## config.mk

```make
export PLATFORM = sky130hd
export DESIGN_NAME = clock_btn_cond
export DESIGN_NICKNAME = d
export VERILOG_FILES = /design/src/rtl/clock_btn_cond.sv
export SDC_FILE = /design/constraint.sdc
export NUM_CORES = 1
export LEC_CHECK = 0
export CORE_ASPECT_RATIO = 1.1
export CORE_MARGIN = 4
export CORE_UTILIZATION = 55
export DETAILED_ROUTE_END_ITERATION = 10
export GPL_ROUTABILITY_DRIVEN = 0
export PLACE_DENSITY = 0.84
export SYNTH_ARGS = -nofsm -noshare
export SYNTH_HDL_FRONTEND = slang
export SYNTH_SLANG_ARGS = --single-unit
```

## constraint.sdc

```tcl
create_clock -name clk -period 2.28 [get_ports clk]
set_input_delay 0.456 -clock clk [delete_from_list [all_inputs] [get_ports clk]]
set_output_delay 0.456 -clock clk [all_outputs]
set_load 0.05 [all_outputs]
```

## src/rtl/clock_btn_cond.sv

```systemverilog
// Push-button conditioner for the CLOCK core: per-button synchroniser, debouncer and
// press/auto-repeat pulse generator producing single-cycle set_* pulses.
module clock_btn_cond #(
  parameter int                 N_BTN        = 3,
  parameter int                 DEB_CYCLES   = 16,
  parameter int                 REPEAT_DELAY = 64,
  parameter int                 REPEAT_RATE  = 16,
  parameter logic [N_BTN-1:0]   RPT_MASK     = N_BTN'(3'b011)
) (
  input  logic             clk,
  input  logic             rst,
  input  logic [N_BTN-1:0] btn_i,
  output logic [N_BTN-1:0] pulse_o,
  output logic [N_BTN-1:0] level_o
);

  localparam int DW   = $clog2(DEB_CYCLES);
  localparam int RMAX = (REPEAT_DELAY > REPEAT_RATE) ? REPEAT_DELAY : REPEAT_RATE;
  localparam int RW   = $clog2(RMAX);

  typedef enum logic [1:0] {IDLE, HOLD, RPT} state_t;

  // Holds at all-ones so a non-repeating button can stay pressed indefinitely.
  function automatic logic [RW-1:0] sat_inc(input logic [RW-1:0] v);
    return (&v) ? v : v + 1'b1;
  endfunction

  logic [N_BTN-1:0] sync_p0;
  logic [N_BTN-1:0] sync_p1;

  // Stage p0/p1: two-flop synchroniser on the raw asynchronous levels
  always_ff @(posedge clk or posedge rst) begin
    if (rst) begin
      sync_p0 <= '0;
      sync_p1 <= '0;
    end else begin
      sync_p0 <= btn_i;
      sync_p1 <= sync_p0;
    end
  end

  for (genvar i = 0; i < N_BTN; i++) begin : g_btn
    state_t          state, state_nxt;
    logic [DW-1:0]   dcnt, dcnt_nxt;
    logic [RW-1:0]   rcnt, rcnt_nxt;
    logic            deb_p2, deb_nxt;
    logic            pulse_p2, pulse_nxt;
    logic            rise, fall;

    // Stage p2: debounce; rise/fall fire on the same edge the stable level changes
    always_comb begin
      deb_nxt  = deb_p2;
      dcnt_nxt = '0;
      rise     = 1'b0;
      fall     = 1'b0;
      if (sync_p1[i] != deb_p2) begin
        if (dcnt == DW'(DEB_CYCLES - 1)) begin
          deb_nxt = sync_p1[i];
          rise    = sync_p1[i];
          fall    = ~sync_p1[i];
        end else begin
          dcnt_nxt = dcnt + 1'b1;
        end
      end
    end

    always_comb begin
      state_nxt = state;
      rcnt_nxt  = rcnt;
      pulse_nxt = 1'b0;
      case (state)
        IDLE: begin
          if (rise) begin
            pulse_nxt = 1'b1;
            rcnt_nxt  = '0;
            state_nxt = HOLD;
          end
        end
        HOLD: begin
          if (fall) begin
            rcnt_nxt  = '0;
            state_nxt = IDLE;
          end else if (RPT_MASK[i] && rcnt == RW'(REPEAT_DELAY - 1)) begin
            pulse_nxt = 1'b1;
            rcnt_nxt  = '0;
            state_nxt = RPT;
          end else begin
            rcnt_nxt = sat_inc(rcnt);
          end
        end
        RPT: begin
          // Release takes precedence over a coincident repeat tick.
          if (fall) begin
            rcnt_nxt  = '0;
            state_nxt = IDLE;
          end else if (rcnt == RW'(REPEAT_RATE - 1)) begin
            pulse_nxt = 1'b1;
            rcnt_nxt  = '0;
          end else begin
            rcnt_nxt = sat_inc(rcnt);
          end
        end
        default: begin
          rcnt_nxt  = '0;
          state_nxt = IDLE;
        end
      endcase
    end

    always_ff @(posedge clk or posedge rst) begin
      if (rst) begin
        state    <= IDLE;
        dcnt     <= '0;
        rcnt     <= '0;
        deb_p2   <= 1'b0;
        pulse_p2 <= 1'b0;
      end else begin
        state    <= state_nxt;
        dcnt     <= dcnt_nxt;
        rcnt     <= rcnt_nxt;
        deb_p2   <= deb_nxt;
        pulse_p2 <= pulse_nxt;
      end
    end

    assign level_o[i] = deb_p2;
    assign pulse_o[i] = pulse_p2;
  end

endmodule

```

==> tab_implementation.tex, run 1 <==
\begin{tabular}{lr}
\hline
Metric & Value \\
\hline
\multicolumn{2}{l}{\textbf{Cells and area}} \\
\quad Ant. Diodes & 0 \\
\quad Net count of the finished layout & 255 \\
\quad Syn-to-layout area delta & 11.4\% \\
\quad Share of post-route cells with drive strength above 1 & 9.32\% \\
\multicolumn{2}{l}{\textbf{Yosys}} \\
\quad Mapped Area & 2180 um\^{}2 \\
\quad Ranking of synthesized cells by instance count & sky130\_fd\_sc\_hd\_\_dfrtp\_1, sky130\_fd\_sc\_hd\_\_a21oi\_1, sky130\_fd\_sc\_hd\_\_nor2\_1 \\
\quad Part of the Yosys area used for sequential elements & 47.2\% \\
\quad Largest area contributor in the netlist & sky130\_fd\_sc\_hd\_\_dfrtp\_1 \\
\quad Post-synth ARST share & 100\% \\
\quad Ranking of synthesized cells by area & sky130\_fd\_sc\_hd\_\_dfrtp\_1, sky130\_fd\_sc\_hd\_\_ha\_1, sky130\_fd\_sc\_hd\_\_a21oi\_1, sky130\_fd\_sc\_hd\_\_nor2\_1, sky130\_fd\_sc\_hd\_\_nand2\_1 \\
\quad Flip-flop and latch count after synthesis & 41 \\
\quad Most instantiated flip-flop cell in the synthesis netlist & sky130\_fd\_sc\_hd\_\_dfrtp\_1 \\
\quad Post-synthesis average cell area & 9.63 um\^{}2 \\
\quad Post-synth cell types & 44 \\
\quad Post-synthesis net count & 246 \\
\quad Top-area cell type share of the netlist area & 47.2\% \\
\quad Number of enable-type register cells in the synthesized netlist & 0 \\
\quad Total number of yosys warnings & 0 \\
\quad Number of standard cells after synthesis & 226 \\
\quad Cell with the most instances after synthesis & sky130\_fd\_sc\_hd\_\_dfrtp\_1 \\
\multicolumn{2}{l}{\textbf{Power}} \\
\quad Pwr Density & 748 nW/um\^{}2 \\
\quad Maximum vdd drop & 0.000587 V \\
\quad Total chip power & 1810 uW \\
\quad Lkg Pwr & 0.00108 uW \\
\multicolumn{2}{l}{\textbf{Clocking}} \\
\quad Inserted Clock Buffers & 5 \\
\quad Depth of the CTS H-tree & 2 \\
\quad TritonCTS clock tree & yes \\
\quad CTS sink count & 41 \\
\quad Post-CTS setup buffer count & 0 \\
\quad Clock-pin slew on the worst setup and hold paths & 0.08 ns \\
\quad Hold buffers post-CTS & 0 \\
\quad Resized cells post-CTS & 0 \\
\quad Bufs on Longest Clock Path & 2 \\
\quad Clk\_lat worst skew & 0.30 ns \\
\quad Library cell used as clock root buffer & sky130\_fd\_sc\_hd\_\_clkbuf\_8 \\
\multicolumn{2}{l}{\textbf{STA}} \\
\quad Final hold violations & 0 \\
\quad Period minus WS final & 2.11 ns \\
\quad Unrepaired setup endpoints after global routing & false \\
\quad Period Utilization, post-route & 92.6\% \\
\quad Worst-case clock skew & 0.00421 ns \\
\quad Count of endpoints failing setup in the final report & 0 \\
\quad F\_max & 473 MHz \\
\quad Total Neg Setup Slack & 0 ns \\
\quad Least-Margin Pin Slew & 0.560 ns \\
\quad Max-slew violation count & 0 \\
\quad Headroom to the max-slew limit & 62.4\% \\
\multicolumn{2}{l}{\textbf{Worst setup path}} \\
\quad FF-to-FF setup slack & 0.17 ns \\
\quad Critical register-to-register path endpoint & g\_btn[1].rcnt[0]\$\_DFFE\_PP0P\_ \\
\quad Worst reg2reg startpoint & g\_btn[1].rcnt[0]\$\_DFFE\_PP0P\_ \\
\quad Crit end category & flop \\
\quad Startpoint kind of the worst setup timing path & flop \\
\quad CP Data Required Time & 2.49 ns \\
\quad Worst R2R Path Depth & 8 \\
\quad Arrival @ worst endpoint & 2.33 ns \\
\quad Worst setup path category & flop to flop \\
\quad Crit path max fanout & 8 \\
\multicolumn{2}{l}{\textbf{Drt}} \\
\quad DR DRC count & 0 \\
\quad Initial detailed-routing violation count & 124 \\
\quad Detail-routed via count per cell & 5.74 \\
\quad DR pass1 iterations & 4 \\
\quad Per-cell routed wire length & 13.7 um \\
\quad Antenna violation net count after detailed routing & 0 \\
\quad Total via count after detailed routing & 1641 \\
\quad Total detailed-routing wirelength & 3910 um \\
\multicolumn{2}{l}{\textbf{Floorplanning}} \\
\quad Placeable core region & 3740 um\^{}2 \\
\quad Area enclosed by the die boundary & 5030 um\^{}2 \\
\quad Chip Height & 74.0 um \\
\quad Boundary pin count & 11 \\
\quad Number of placement rows & 23 \\
\quad Die width & 68.0 um \\
\quad Initial Utilization & 58.2\% \\
\multicolumn{2}{l}{\textbf{Min path}} \\
\quad Cell depth of the worst hold path & 0 \\
\quad Hold path startpoint & sync\_p0[2]\$\_DFF\_PP0\_ \\
\quad Path class of the lowest-slack min-delay path & flop to flop \\
\quad End of the worst hold path & sync\_p1[2]\$\_DFF\_PP0\_ \\
\multicolumn{2}{l}{\textbf{Placement}} \\
\quad Count of buffers from port buffering & 10 \\
\quad Detail Placement HPWL & 2640 um \\
\multicolumn{2}{l}{\textbf{Global routing}} \\
\quad Overall track demand over capacity in global routing & 19.1\% \\
\quad Via count of the first global-routing pass & 1631 \\
\quad Pin count of the biggest net entering global routing & 42 \\
\quad Total grt overflow & 0 \\
\quad Number of antenna violations at the first check in global routing & 0 \\
\quad Wire length of the first global-routing pass & 7190 um \\
\multicolumn{2}{l}{\textbf{Run status}} \\
\quad Run status & finished, final reports clean \\
\multicolumn{2}{l}{\textbf{Run}} \\
\quad Reported max-cap violation count & 0 \\
\hline
\end{tabular}
power by group:
group | internal (uW) | switching, uW | total, uW
Sequential | 768 | 39.3 | 807
Clock | 441 | 269 | 709
Combinational | 119 | 178 | 297
Total | 1330 | 486 | 1810
stage by stage:
stage	cell area, um^2	instances	util (%)	hold WS (ns)	setup WS (ns)
after floorplan	2180	226	-	0.331	0.454
after global placement	2280	278	61.1	0.333	0.403
after detailed placement	2280	278	61.1	0.335	0.293
after CTS	2420	286	64.7	0.354	0.169
after global routing	2420	286	64.8	0.363	0.0443
final	2420	286	64.8	0.354	0.168
placed cells by master (no fill, tap or decap), types with 2 or more instances in the layout:
cell                              instances
sky130_fd_sc_hd__a21oi_1                 22
sky130_fd_sc_hd__a311oi_1                 2
sky130_fd_sc_hd__a31oi_1                  5
sky130_fd_sc_hd__and3_1                   6
sky130_fd_sc_hd__buf_4                    2
sky130_fd_sc_hd__bufinv_16                2
sky130_fd_sc_hd__clkbuf_8                 5
sky130_fd_sc_hd__clkdlybuf4s50_1         10
sky130_fd_sc_hd__dfrtp_1                 41
sky130_fd_sc_hd__ha_1                    15
sky130_fd_sc_hd__inv_1                   16
sky130_fd_sc_hd__mux2_2                   3
sky130_fd_sc_hd__nand2_1                 17
sky130_fd_sc_hd__nand3_1                  8
sky130_fd_sc_hd__nand4_1                  2
sky130_fd_sc_hd__nand4b_1                 2
sky130_fd_sc_hd__nor2_1                  17
sky130_fd_sc_hd__nor2b_1                  5
sky130_fd_sc_hd__nor3_1                  10
sky130_fd_sc_hd__nor3b_1                  2
sky130_fd_sc_hd__nor4_1                   3
sky130_fd_sc_hd__o21ai_0                 12
sky130_fd_sc_hd__o31ai_1                  2
sky130_fd_sc_hd__xnor2_1                  5
cell families after synthesis:
family	count (synthesis)	synth area share (%)
DFF	41	47.2
AOI/OAI and AO/OA	56	15.9
muxes	3	1.55
and+or+nand+nor	80	18.8
xor gates and xnor gates	5	2.01
adders and majority gates	15	8.63
buffers and inverters	26	5.92
worst max-delay path: stages, from the launching register on:
cell,delay (ns)
sky130_fd_sc_hd__dfrtp_1,0.40
sky130_fd_sc_hd__ha_1,0.22
sky130_fd_sc_hd__nand3_1,0.25
sky130_fd_sc_hd__nor2_2,0.22
sky130_fd_sc_hd__inv_1,0.10
sky130_fd_sc_hd__ha_1,0.29
sky130_fd_sc_hd__nor3b_1,0.27
sky130_fd_sc_hd__a21oi_1,0.08
sky130_fd_sc_hd__o31ai_2,0.18
worst max path at each step:
stage,startpoint,to,slack [ns],depth (start not counted)
2_1_floorplan,g_btn[0].dcnt[0]$_DFF_PP0_,g_btn[0].state[0]$_DFFE_PP0P_,0.45,7
3_3_place_gp,g_btn[1].rcnt[0]$_DFFE_PP0P_,g_btn[1].rcnt[0]$_DFFE_PP0P_,0.40,8
3_5_place_dp,g_btn[1].rcnt[0]$_DFFE_PP0P_,g_btn[1].rcnt[0]$_DFFE_PP0P_,0.29,8
4_1_cts,g_btn[1].rcnt[0]$_DFFE_PP0P_,g_btn[1].rcnt[0]$_DFFE_PP0P_,0.17,8
5_1_grt,g_btn[1].rcnt[0]$_DFFE_PP0P_,g_btn[1].rcnt[0]$_DFFE_PP0P_,0.04,8
6_report,g_btn[1].rcnt[0]$_DFFE_PP0P_,g_btn[1].rcnt[0]$_DFFE_PP0P_,0.17,8
cell type report:
class / count / area, um^2
timing repair buffer: 12 / 115
sequential: 41 / 1030
multi-input combinational: 159 / 1020
clock inverter: 3 / 68.8
fill: 302 / 1320
tap: 50 / 62.6
clock buffer: 5 / 68.8
inverter: 16 / 60.1
layer usage:
layer  GRT usage, %  part of all wire, %  up-vias
li1               -                    -      809
met1           22.7                   43      786
met4           8.61                  1.4        0
met5              0                    0        -
met3           6.04                  4.4        5
met2           31.6                   51       41
state kept, by name (all words and copies together) (netlist names):
signal	flops
g_btn.dcnt	12
g_btn.rcnt	12
g_btn.state	5
g_btn.deb_p2	3
g_btn.pulse_p2	3
sync_p0	3
sync_p1	3
Note: power is estimated with default switching activity, not from simulation.
==> run 2, diff against run 1 <==
ABC_CLOCK_PERIOD_IN_PS = 2280   (was not set)
SKIP_CTS_REPAIR_TIMING = 1   (was not set)
==> results of run 2 <==
Same layout as run 1: the final DEF is identical, and so are final timing and power.
==> run 3, diff against run 2 <==
CORE_MARGIN = 8   (was 4)
==> run 3 against run 2 <==
Net effect: flip-flop and latch count unchanged; sequential share of layout area decreased by 0.11 points; global-route usage decreased by 5.2 points; clock skew about the same; sequential power about the same; wire length increased by 0.77%; via count increased by 1.2%; first-iteration DRC count increased by 14%; clock power decreased by 3.1%; largest power group unchanged.
==> tab_implementation.tex, run 3 (synthesis gave the netlist of run 1 again) <==
\begin{tabular}{lr}
\hline
Metric & Value \\
\hline
\multicolumn{2}{l}{\textbf{Run status}} \\
\quad Run status & finished, final reports clean \\
\multicolumn{2}{l}{\textbf{Worst setup path}} \\
\quad Worst R2R Path Depth & 8 (unchanged) \\
\quad Crit path max fanout & 8 (unchanged) \\
\quad Startpoint kind of the worst setup timing path & flop \\
\quad Worst setup startpoint & g\_btn[1].rcnt[0]\$\_DFFE\_PP0P\_ \\
\quad CP Data Required Time & 2.49 ns (about the same) \\
\quad Worst setup path category & flop to flop \\
\quad Crit end category & flop \\
\quad Worst reg2reg startpoint & g\_btn[1].rcnt[0]\$\_DFFE\_PP0P\_ \\
\quad Arrival @ worst endpoint & 2.26 ns (-0.07 ns) \\
\multicolumn{2}{l}{\textbf{Min path}} \\
\quad Hold path startpoint & sync\_p0[1]\$\_DFF\_PP0\_ \\
\quad Cell depth of the worst hold path & 0 (unchanged) \\
\quad Path class of the lowest-slack min-delay path & flop to flop \\
\multicolumn{2}{l}{\textbf{Global routing}} \\
\quad Wire length of the first global-routing pass & 7090 um (-1.4\%) \\
\quad Via count of the first global-routing pass & 1609 (-1.3\%) \\
\quad Total grt overflow & 0 (unchanged) \\
\quad Number of antenna violations at the first check in global routing & 0 (unchanged) \\
\quad Pin count of the biggest net entering global routing & 42 (unchanged) \\
\quad Overall track demand over capacity in global routing & 13.9\% (-5.2 points) \\
\multicolumn{2}{l}{\textbf{STA}} \\
\quad Total Neg Setup Slack & 0 ns (unchanged) \\
\quad Headroom to the max-slew limit & 60.3\% (-2.0 points) \\
\quad Max-slew violation count & 0 (unchanged) \\
\quad Period Utilization, post-route & 89.9\% (-2.8 points) \\
\quad Count of endpoints failing setup in the final report & 0 (unchanged) \\
\quad F\_max & 488 MHz (+3.1\%) \\
\quad Final hold violations & 0 (unchanged) \\
\quad Period minus WS final & 2.05 ns (-0.0631 ns) \\
\quad Unrepaired setup endpoints after global routing & false \\
\quad Worst hold-check slack & 0.353 ns (-0.000468 ns) \\
\quad Least-Margin Pin Slew & 0.591 ns (+0.0305 ns) \\
\quad Worst-case clock skew & 0.00441 ns (+0.000204 ns) \\
\multicolumn{2}{l}{\textbf{Placement}} \\
\quad Detail Placement HPWL & 2730 um (+3.2\%) \\
\quad Count of buffers from port buffering & 10 (unchanged) \\
\multicolumn{2}{l}{\textbf{Cells and area}} \\
\quad Area used by multi-input combinational logic & 1020 um\^{}2 (unchanged) \\
\quad Most frequent standard cell in the layout excluding fill and tap cells & sky130\_fd\_sc\_hd\_\_dfrtp\_1 \\
\quad Net count of the finished layout & 256 (+0.39\%) \\
\quad Most used cells in the layout excluding fill and tap cells & sky130\_fd\_sc\_hd\_\_dfrtp\_1, sky130\_fd\_sc\_hd\_\_a21oi\_1, sky130\_fd\_sc\_hd\_\_nand2\_1, sky130\_fd\_sc\_hd\_\_nor2\_1, sky130\_fd\_sc\_hd\_\_inv\_1 \\
\quad Fillcell total & 304 (+0.66\%) \\
\quad Ant. Diodes & 0 (unchanged) \\
\quad Syn-to-layout area delta & 11.7\% \\
\quad Biggest regs & g\_btn.dcnt x12, g\_btn.rcnt x12, g\_btn.state x5 \\
\quad Flip-flop and latch area & 1030 um\^{}2 (unchanged) \\
\quad Share of post-route cells with drive strength above 1 & 9.70\% (+0.38 points) \\
\multicolumn{2}{l}{\textbf{Clocking}} \\
\quad Clk\_lat worst skew & 0.29 ns (about the same) \\
\quad TritonCTS clock tree & yes \\
\quad Depth of the CTS H-tree & 2 (unchanged) \\
\quad CTS sink count & 41 (unchanged) \\
\quad Clock-pin slew on the worst setup and hold paths & 0.08 ns (about the same) \\
\quad Library cell used as clock root buffer & sky130\_fd\_sc\_hd\_\_clkbuf\_8 \\
\quad Bufs on Longest Clock Path & 2 (unchanged) \\
\quad Inserted Clock Buffers & 5 (unchanged) \\
\multicolumn{2}{l}{\textbf{Drt}} \\
\quad Total via count after detailed routing & 1660 (+1.2\%) \\
\quad Total detailed-routing wirelength & 3940 um (+0.77\%) \\
\quad Detail-routed via count per cell & 5.74 (+0.11\%) \\
\quad Antenna violation net count after detailed routing & 0 (unchanged) \\
\quad DR pass1 iterations & 4 (unchanged) \\
\quad DR DRC count & 0 (unchanged) \\
\quad Per-cell routed wire length & 13.6 um (-0.28\%) \\
\quad Initial detailed-routing violation count & 141 (+14\%) \\
\multicolumn{2}{l}{\textbf{Power}} \\
\quad Maximum vdd drop & 0.000539 V (-8.1\%) \\
\quad Pwr Density & 738 nW/um\^{}2 (-1.4\%) \\
\quad Lkg Pwr & 0.00108 uW (+0.45\%) \\
\multicolumn{2}{l}{\textbf{Floorplanning}} \\
\quad Placeable core region & 3870 um\^{}2 (+3.5\%) \\
\quad Chip Height & 82.0 um (+11\%) \\
\quad Area enclosed by the die boundary & 6230 um\^{}2 (+24\%) \\
\quad Number of placement rows & 24 (+4.3\%) \\
\quad Die width & 76.0 um (+12\%) \\
\quad Initial Utilization & 56.2\% (-2.0 points) \\
\quad Boundary pin count & 11 (unchanged) \\
\multicolumn{2}{l}{\textbf{Run}} \\
\quad Reported max-cap violation count & 0 (unchanged) \\
\hline
\end{tabular}
run 3: changes by cell type in the layout (fill, tap and decap cells not counted):
cell	change
sky130_fd_sc_hd__buf_4	+1
sky130_fd_sc_hd__clkinv_2	+1
sky130_fd_sc_hd__inv_6	-1
run 3: layer usage:
metal  GRT usage (%)  share of wire (%)
met5               0                  0
met4            7.84                1.6
met3            3.72                5.1
met2            23.0                 49
met1            16.4                 44
run 3: report_power, final:
part	internal, uW	total [uW]	switching, uW
sequential	768	806	37.8
combinational	119	301	181
clock	435	687	252
total	1320	1790	471
run 3: critical path, cell delays in order, from the launching register on:
cell	delay [ns]
sky130_fd_sc_hd__dfrtp_1	0.40
sky130_fd_sc_hd__ha_1	0.23
sky130_fd_sc_hd__nand3_1	0.26
sky130_fd_sc_hd__nor2_2	0.22
sky130_fd_sc_hd__inv_1	0.10
sky130_fd_sc_hd__ha_1	0.27
sky130_fd_sc_hd__nor3b_1	0.21
sky130_fd_sc_hd__a21oi_1	0.08
sky130_fd_sc_hd__o31ai_2	0.18
run 3: stage by stage:
| stage | utilization, % | total power (uW) | setup WS (ns) | cell area [um^2] | std cells |
|---|---|---|---|---|---|
| 2_1_floorplan | - | 1040 | 0.454 | 2180 | 226 |
| 3_3_place_gp | 59.2 | 1100 | 0.399 | 2290 | 281 |
| 3_5_place_dp | 59.2 | 1110 | 0.247 | 2290 | 281 |
| 4_1_cts | 62.7 | 1810 | 0.203 | 2430 | 289 |
| 5_1_grt | 62.8 | 1900 | 0.0918 | 2430 | 289 |
| 6_report | 62.8 | 1790 | 0.231 | 2430 | 289 |
run 3: final timing paths:
check	endpoint	slack [ns]
min in group asynchronous	g_btn[2].dcnt[0]$_DFF_PP0_	0.58
hold reg to reg	sync_p1[1]$_DFF_PP0_	0.35
max in group asynchronous	g_btn[1].dcnt[2]$_DFF_PP0_	1.35
setup / recovery	g_btn[1].rcnt[0]$_DFFE_PP0P_	0.23
hold / removal	sync_p1[1]$_DFF_PP0_	0.35
setup reg to reg	g_btn[1].rcnt[0]$_DFFE_PP0P_	0.23
run 3: layout make-up:
cell class	count	area share (%)
well taps	52	2.68
flip-flops and latches	41	42.2
repair buffers	13	5.04
inverters	16	2.47
multi-input cells	159	42.1
clock inverters	3	2.68
clock buffers	5	2.83
